### src/rtl/rng_mask_buffer.sv
// Consumer-side front end for the Trivium64 RNG: sequences reseeding, discards the first
// words after each reseed and buffers random words for the masking gadgets.
module rng_mask_buffer #(
  parameter int unsigned INSTANCES = 5,
  parameter int unsigned WIDTH     = INSTANCES * 64,
  parameter int unsigned SEED_W    = INSTANCES * 80,
  parameter int unsigned DEPTH     = 4,
  parameter int unsigned DISCARD   = 2
) (
  input  logic                       clk,
  input  logic                       rst,
  input  logic [SEED_W-1:0]          seed_in,
  input  logic                       reseed_req,
  output logic                       rng_enable,
  output logic                       rng_reseed,
  output logic [SEED_W-1:0]          rng_seed,
  input  logic                       rng_ready,
  input  logic [WIDTH-1:0]           rng_random,
  output logic                       rnd_valid,
  input  logic                       rnd_ready,
  output logic [WIDTH-1:0]           rnd_data,
  output logic [$clog2(DEPTH):0]     level,
  output logic                       busy,
  output logic [31:0]                words_served
);

  localparam int unsigned PtrW = $clog2(DEPTH);
  localparam int unsigned LvlW = PtrW + 1;

  typedef enum logic [2:0] {StIdle, StReseed, StWaitRdy, StDrop, StRun} state_e;

  state_e             state_q;
  logic [PtrW-1:0]    wr_ptr_q, rd_ptr_q;
  logic [LvlW-1:0]    level_q;
  logic [3:0]         disc_q;
  logic [31:0]        served_q;
  logic [SEED_W-1:0]  seed_q;
  logic [WIDTH-1:0]   mem_q [DEPTH];

  logic in_run, full, push, pop;

  assign in_run = (state_q == StRun);
  assign full   = (level_q == LvlW'(DEPTH));

  // A reseed request kills any handshake in the same cycle so no word can leak past a flush.
  assign rnd_valid = in_run && (level_q != '0) && !reseed_req;
  assign pop       = rnd_valid && rnd_ready;

  always_comb begin
    rng_enable = 1'b0;
    unique case (state_q)
      StReseed, StWaitRdy, StDrop: rng_enable = 1'b1;
      StRun:                       rng_enable = !full || pop;
      default:                     rng_enable = 1'b0;
    endcase
  end

  assign push = in_run && rng_enable && rng_ready && !reseed_req;

  assign rng_reseed   = (state_q == StReseed);
  assign rng_seed     = seed_q;
  assign rnd_data     = rnd_valid ? mem_q[rd_ptr_q] : '0;
  assign level        = level_q;
  assign busy         = !in_run;
  assign words_served = served_q;

  // Storage needs no reset: it is only visible while level is non-zero.
  always_ff @(posedge clk) begin
    if (push) begin
      mem_q[wr_ptr_q] <= rng_random;
    end
  end

  always_ff @(posedge clk) begin
    if (rst) begin
      state_q  <= StIdle;
      wr_ptr_q <= '0;
      rd_ptr_q <= '0;
      level_q  <= '0;
      disc_q   <= '0;
      served_q <= '0;
      seed_q   <= '0;
    end else if (reseed_req) begin
      state_q  <= StReseed;
      seed_q   <= seed_in;
      wr_ptr_q <= '0;
      rd_ptr_q <= '0;
      level_q  <= '0;
      disc_q   <= 4'(DISCARD);
    end else begin
      unique case (state_q)
        StIdle: begin
          state_q <= StIdle;
        end
        StReseed: begin
          state_q <= StWaitRdy;
        end
        StWaitRdy: begin
          if (rng_ready) begin
            state_q <= (DISCARD > 0) ? StDrop : StRun;
          end
        end
        StDrop: begin
          if (rng_ready) begin
            disc_q <= disc_q - 4'd1;
            if (disc_q == 4'd1) begin
              state_q <= StRun;
            end
          end
        end
        StRun: begin
          if (push) begin
            wr_ptr_q <= wr_ptr_q + PtrW'(1);
          end
          if (pop) begin
            rd_ptr_q <= rd_ptr_q + PtrW'(1);
            served_q <= served_q + 32'd1;
          end
          unique case ({push, pop})
            2'b10:   level_q <= level_q + LvlW'(1);
            2'b01:   level_q <= level_q - LvlW'(1);
            default: level_q <= level_q;
          endcase
        end
        default: begin
          state_q <= StIdle;
        end
      endcase
    end
  end

endmodule

### config.mk
export PLATFORM = sky130hd
export DESIGN_NAME = rng_mask_buffer
export DESIGN_NICKNAME = d
export VERILOG_FILES = /design/src/rtl/rng_mask_buffer.sv
export SDC_FILE = /design/constraint.sdc
export NUM_CORES = 2
export LEC_CHECK = 0
export ABC_CLOCK_PERIOD_IN_PS = 14010
export BUFFER_PORTS_ARGS = -buffer_cell sky130_fd_sc_hd__buf_2
export CORE_AREA = 2 2 575 577
export CTS_CLUSTER_DIAMETER = 120
export CTS_CLUSTER_SIZE = 40
export DETAILED_ROUTE_END_ITERATION = 8
export DIE_AREA = 0 0 577 579
export GPL_TIMING_DRIVEN = 0
export PLACE_DENSITY = 0.32
export SETUP_SLACK_MARGIN = 0.2
export SYNTH_ARGS = -nofsm -noshare
export SYNTH_HDL_FRONTEND = slang
export SYNTH_SLANG_ARGS = --single-unit
### constraint.sdc
create_clock -name clk -period 14.01 [get_ports clk]
set_clock_uncertainty 0.15 [all_clocks]
set_input_delay 2.802 -clock clk [delete_from_list [all_inputs] [get_ports clk]]
set_output_delay 2.802 -clock clk [all_outputs]
set_load 0.01 [all_outputs]
==> results.json <==
{
  "grt_pass1_wl_mm": 374,
  "antenna_found_initial": 315,
  "worstSetupEndpointType": "output pin",
  "dieArea_um2": 334000,
  "nets": 5981,
  "slew_headroom_pct": 19.9,
  "max_stage_delay_ns": 0.81,
  "leakagePower_nw": 31.3,
  "status": "complete, no violations",
  "grt_pass1_vias": 40100,
  "vdd_drop_max_mv": 0.0803,
  "powerDensity_nw_per_um2": 115,
  "synth_ff_type": "edfxtp_1",
  "path_class": "primary input to output pin",
  "critical-path-top-delay-family": "buffers and inverters",
  "via_per_inst": 4.05,
  "wire_per_inst_um": 29.1,
  "cts_inserted_buffers": 83,
  "ant_nets": 0,
  "fin_area_um2": 81900,
  "cts_root_buf": "clkbuf_16",
  "port_buffers": 1483,
  "die_w_um": 577,
  "ys_seq_elements": 1728,
  "clock_sinks": 1728,
  "fmax_mhz": 119,
  "yosys.area.top_type_share_pct": 59.5,
  "crit_arrival_ns": 5.45,
  "synthCells": 3647,
  "slowest_stage": "clkbuf_1",
  "cts_tree": "built",
  "area_growth_pct": 26.9,
  "grt_remaining_overflow": 0,
  "htreeDepth": 3,
  "max-clock-path-buffers": 4,
  "clock_latency_ns": 0.84,
  "post-route-drc-count": 0,
  "dieHeight_um": 579,
  "rsz0062_at_grt": "no",
  "path_max_fanout": 10,
  "yosysSeqAreaShare_pct": 73.4,
  "vias": 39900,
  "fin_cells": 9850,
  "row_count": 211,
  "worstSetupStartpointType": "primary input",
  "netlist_area_um2": 64600,
  "synth_area_per_cell_um2": 17.7,
  "layout_min_cycle_time_ns": 8.41,
  "drive_above_1_share_pct": 37.8,
  "fin_crit_sh_pct": 60.0,
  "core_area_um2": 329000,
  "crit_chain": "buf_2, clkbuf_1, clkbuf_2, buf_2, nor3_1, buf_2",
  "slew_violations": 0,
  "synth_warnings": 0,
  "drt_pass1_iterations": 5,
  "synth_edf_count": 1280,
  "grt_use_total_pct": 16.5,
  "finalHoldViolCount": 0,
  "finalSetupTns_ns": 0,
  "path_clk_slew_ns": 0.11,
  "max-cap-violations": 0,
  "post_cts_buffers": 0,
  "hold_path.class": "flop to flop",
  "start_util_pct": 19.6,
  "synth_area_leader_cell": "edfxtp_1",
  "synth.area.top_cells": "edfxtp_1 (60%), dfxtp_1 (14%), mux4_2 (11%)",
  "dr.first_iter.drc_count": 2324,
  "tightestPinTransition_ns": 1.20,
  "place_area_um2": 78300,
  "dp_cells": 9528,
  "routed_wl_mm": 287,
  "hold_buffers": 0,
  "ios": 1484,
  "cp_data_required_time_ns": 11.06,
  "cts_resized": 0,
  "dpl.hpwl_mm": 224,
  "grt_max_degree": 49,
  "postSynthNetCount": 4381,
  "crit_top_cell": "buf_2",
  "setup_viol": 0,
  "async_flop_share_pct": 0,
  "ys_types": 46,
  "routabilityCongestion": 0.850,
  "path_buf_inv": 5
}
worst paths after layout:
check / startpoint / endpoint / slack, ns / cells past startpoint
max: reseed_req / rnd_valid / 5.60 / 6
min: rng_seed[328] / rng_seed[328] / 0.35 / 2
max reg2reg: state_q[2] / mem_q[3][79] / 10.32 / 7
min reg2reg: rng_seed[328] / rng_seed[328] / 0.35 / 2
cell type report:
| cell class | instances | area [um^2] |
|---|---|---|
| flip-flops and latches | 1728 | 47400 |
| clock buffers | 84 | 2080 |
| diodes | 177 | 443 |
| multi-input cells | 1653 | 16200 |
| clock inverters | 61 | 1070 |
| fillers | 34300 | 247000 |
| repair buffers | 1515 | 8270 |
| inverters | 14 | 52.6 |
| plain buffers | 252 | 985 |
| well taps | 4366 | 5460 |
cells by family after synthesis:
family                   Yosys count  share of synthesized area [%]
AO/OA/AOI/OAI                     40                          0.376
XOR/XNOR                          12                          0.163
adder cells (fa/ha/maj)            9                          0.186
buffers and inverters            266                           1.58
flip-flops                      1728                           73.4
multiplexers                     734                           17.6
AND/OR/NAND/NOR                  858                           6.69
cell usage in the layout (no fill, tap or decap), types with 14 or more instances in the layout:
cell type and instances:
clkbuf_1 151, a21oi_1 19, mux2i_1 402, diode_2 177, clkbuf_16 83, buf_2 1487
and3_1 324, buf_16 28, buf_1 81, edfxtp_1 1280, dfxtp_1 448, nand2_1 14
nor2_1 432, clkbuf_2 15, clkinv_16 14, mux4_2 320, inv_1 14
per-layer routing:
metal	global-route usage, %	vias up	routed length (um)
met1	17.6	20200	103000
met4	7.81	112	15400
li1	-	17500	-
met3	6.30	641	25700
met2	28.6	1492	142000
met5	0	-	731
tightest hold or removal path: cells and delay by family (launching register included):
kind	cells	cell delay (ns)
flops	1	0.34
mux	1	0.06
simple gates	1	0.07
stage by stage:
step                      worst slack [ns]  utilization [%]  power [mW]  hold WS [ns]
after CTS                             5.20             24.8        9.56         0.349
after global routing                  5.34             24.9        9.74         0.371
final                                 5.60             24.9        9.39         0.349
after detailed placement              5.21             23.8        6.20         0.324
after floorplan                       2.33                -        5.87         0.312
after global placement               -8.68             23.6        6.20         0.319
flip-flops by register name (all words and copies together), names as in the netlist, named ones only:
signal	flops
mem_q	1280
disc_q	4
words_served	32
level	3
rng_seed	400
state_q	3
rd_ptr_q	2
wr_ptr_q	2
cell usage after synthesis (2+ instances only):
library cell / number
or4_1: 9
and3_1: 324
mux4_2: 320
nand4_1: 10
nor3_1: 7
and4_1: 6
nand3_1: 11
nor4_2: 3
nor2b_1: 12
or3_1: 7
xor2_1: 5
buf_1: 83
dfxtp_1: 448
edfxtp_1: 1280
buf_6: 2
o21ai_1: 2
o31ai_1: 9
xnor2_1: 7
nor3b_1: 3
ha_1: 8
nand2_1: 14
nor4_1: 5
clkbuf_1: 164
nor2_1: 432
mux2i_1: 402
buf_2: 3
a21oi_1: 19
and2_1: 5
o21ai_0: 4
inv_1: 14
a211oi_1: 3
mux2_1: 12
where the power goes:
group          internal (mW)  total, mW  switching (mW)  leakage, nW
clock                   1.26       3.31            2.05         1.50
sequential              5.55       5.59          0.0473         15.2
combinational          0.192      0.489           0.297         14.6
No activity file was read; power rests on OpenSTA's default activity.
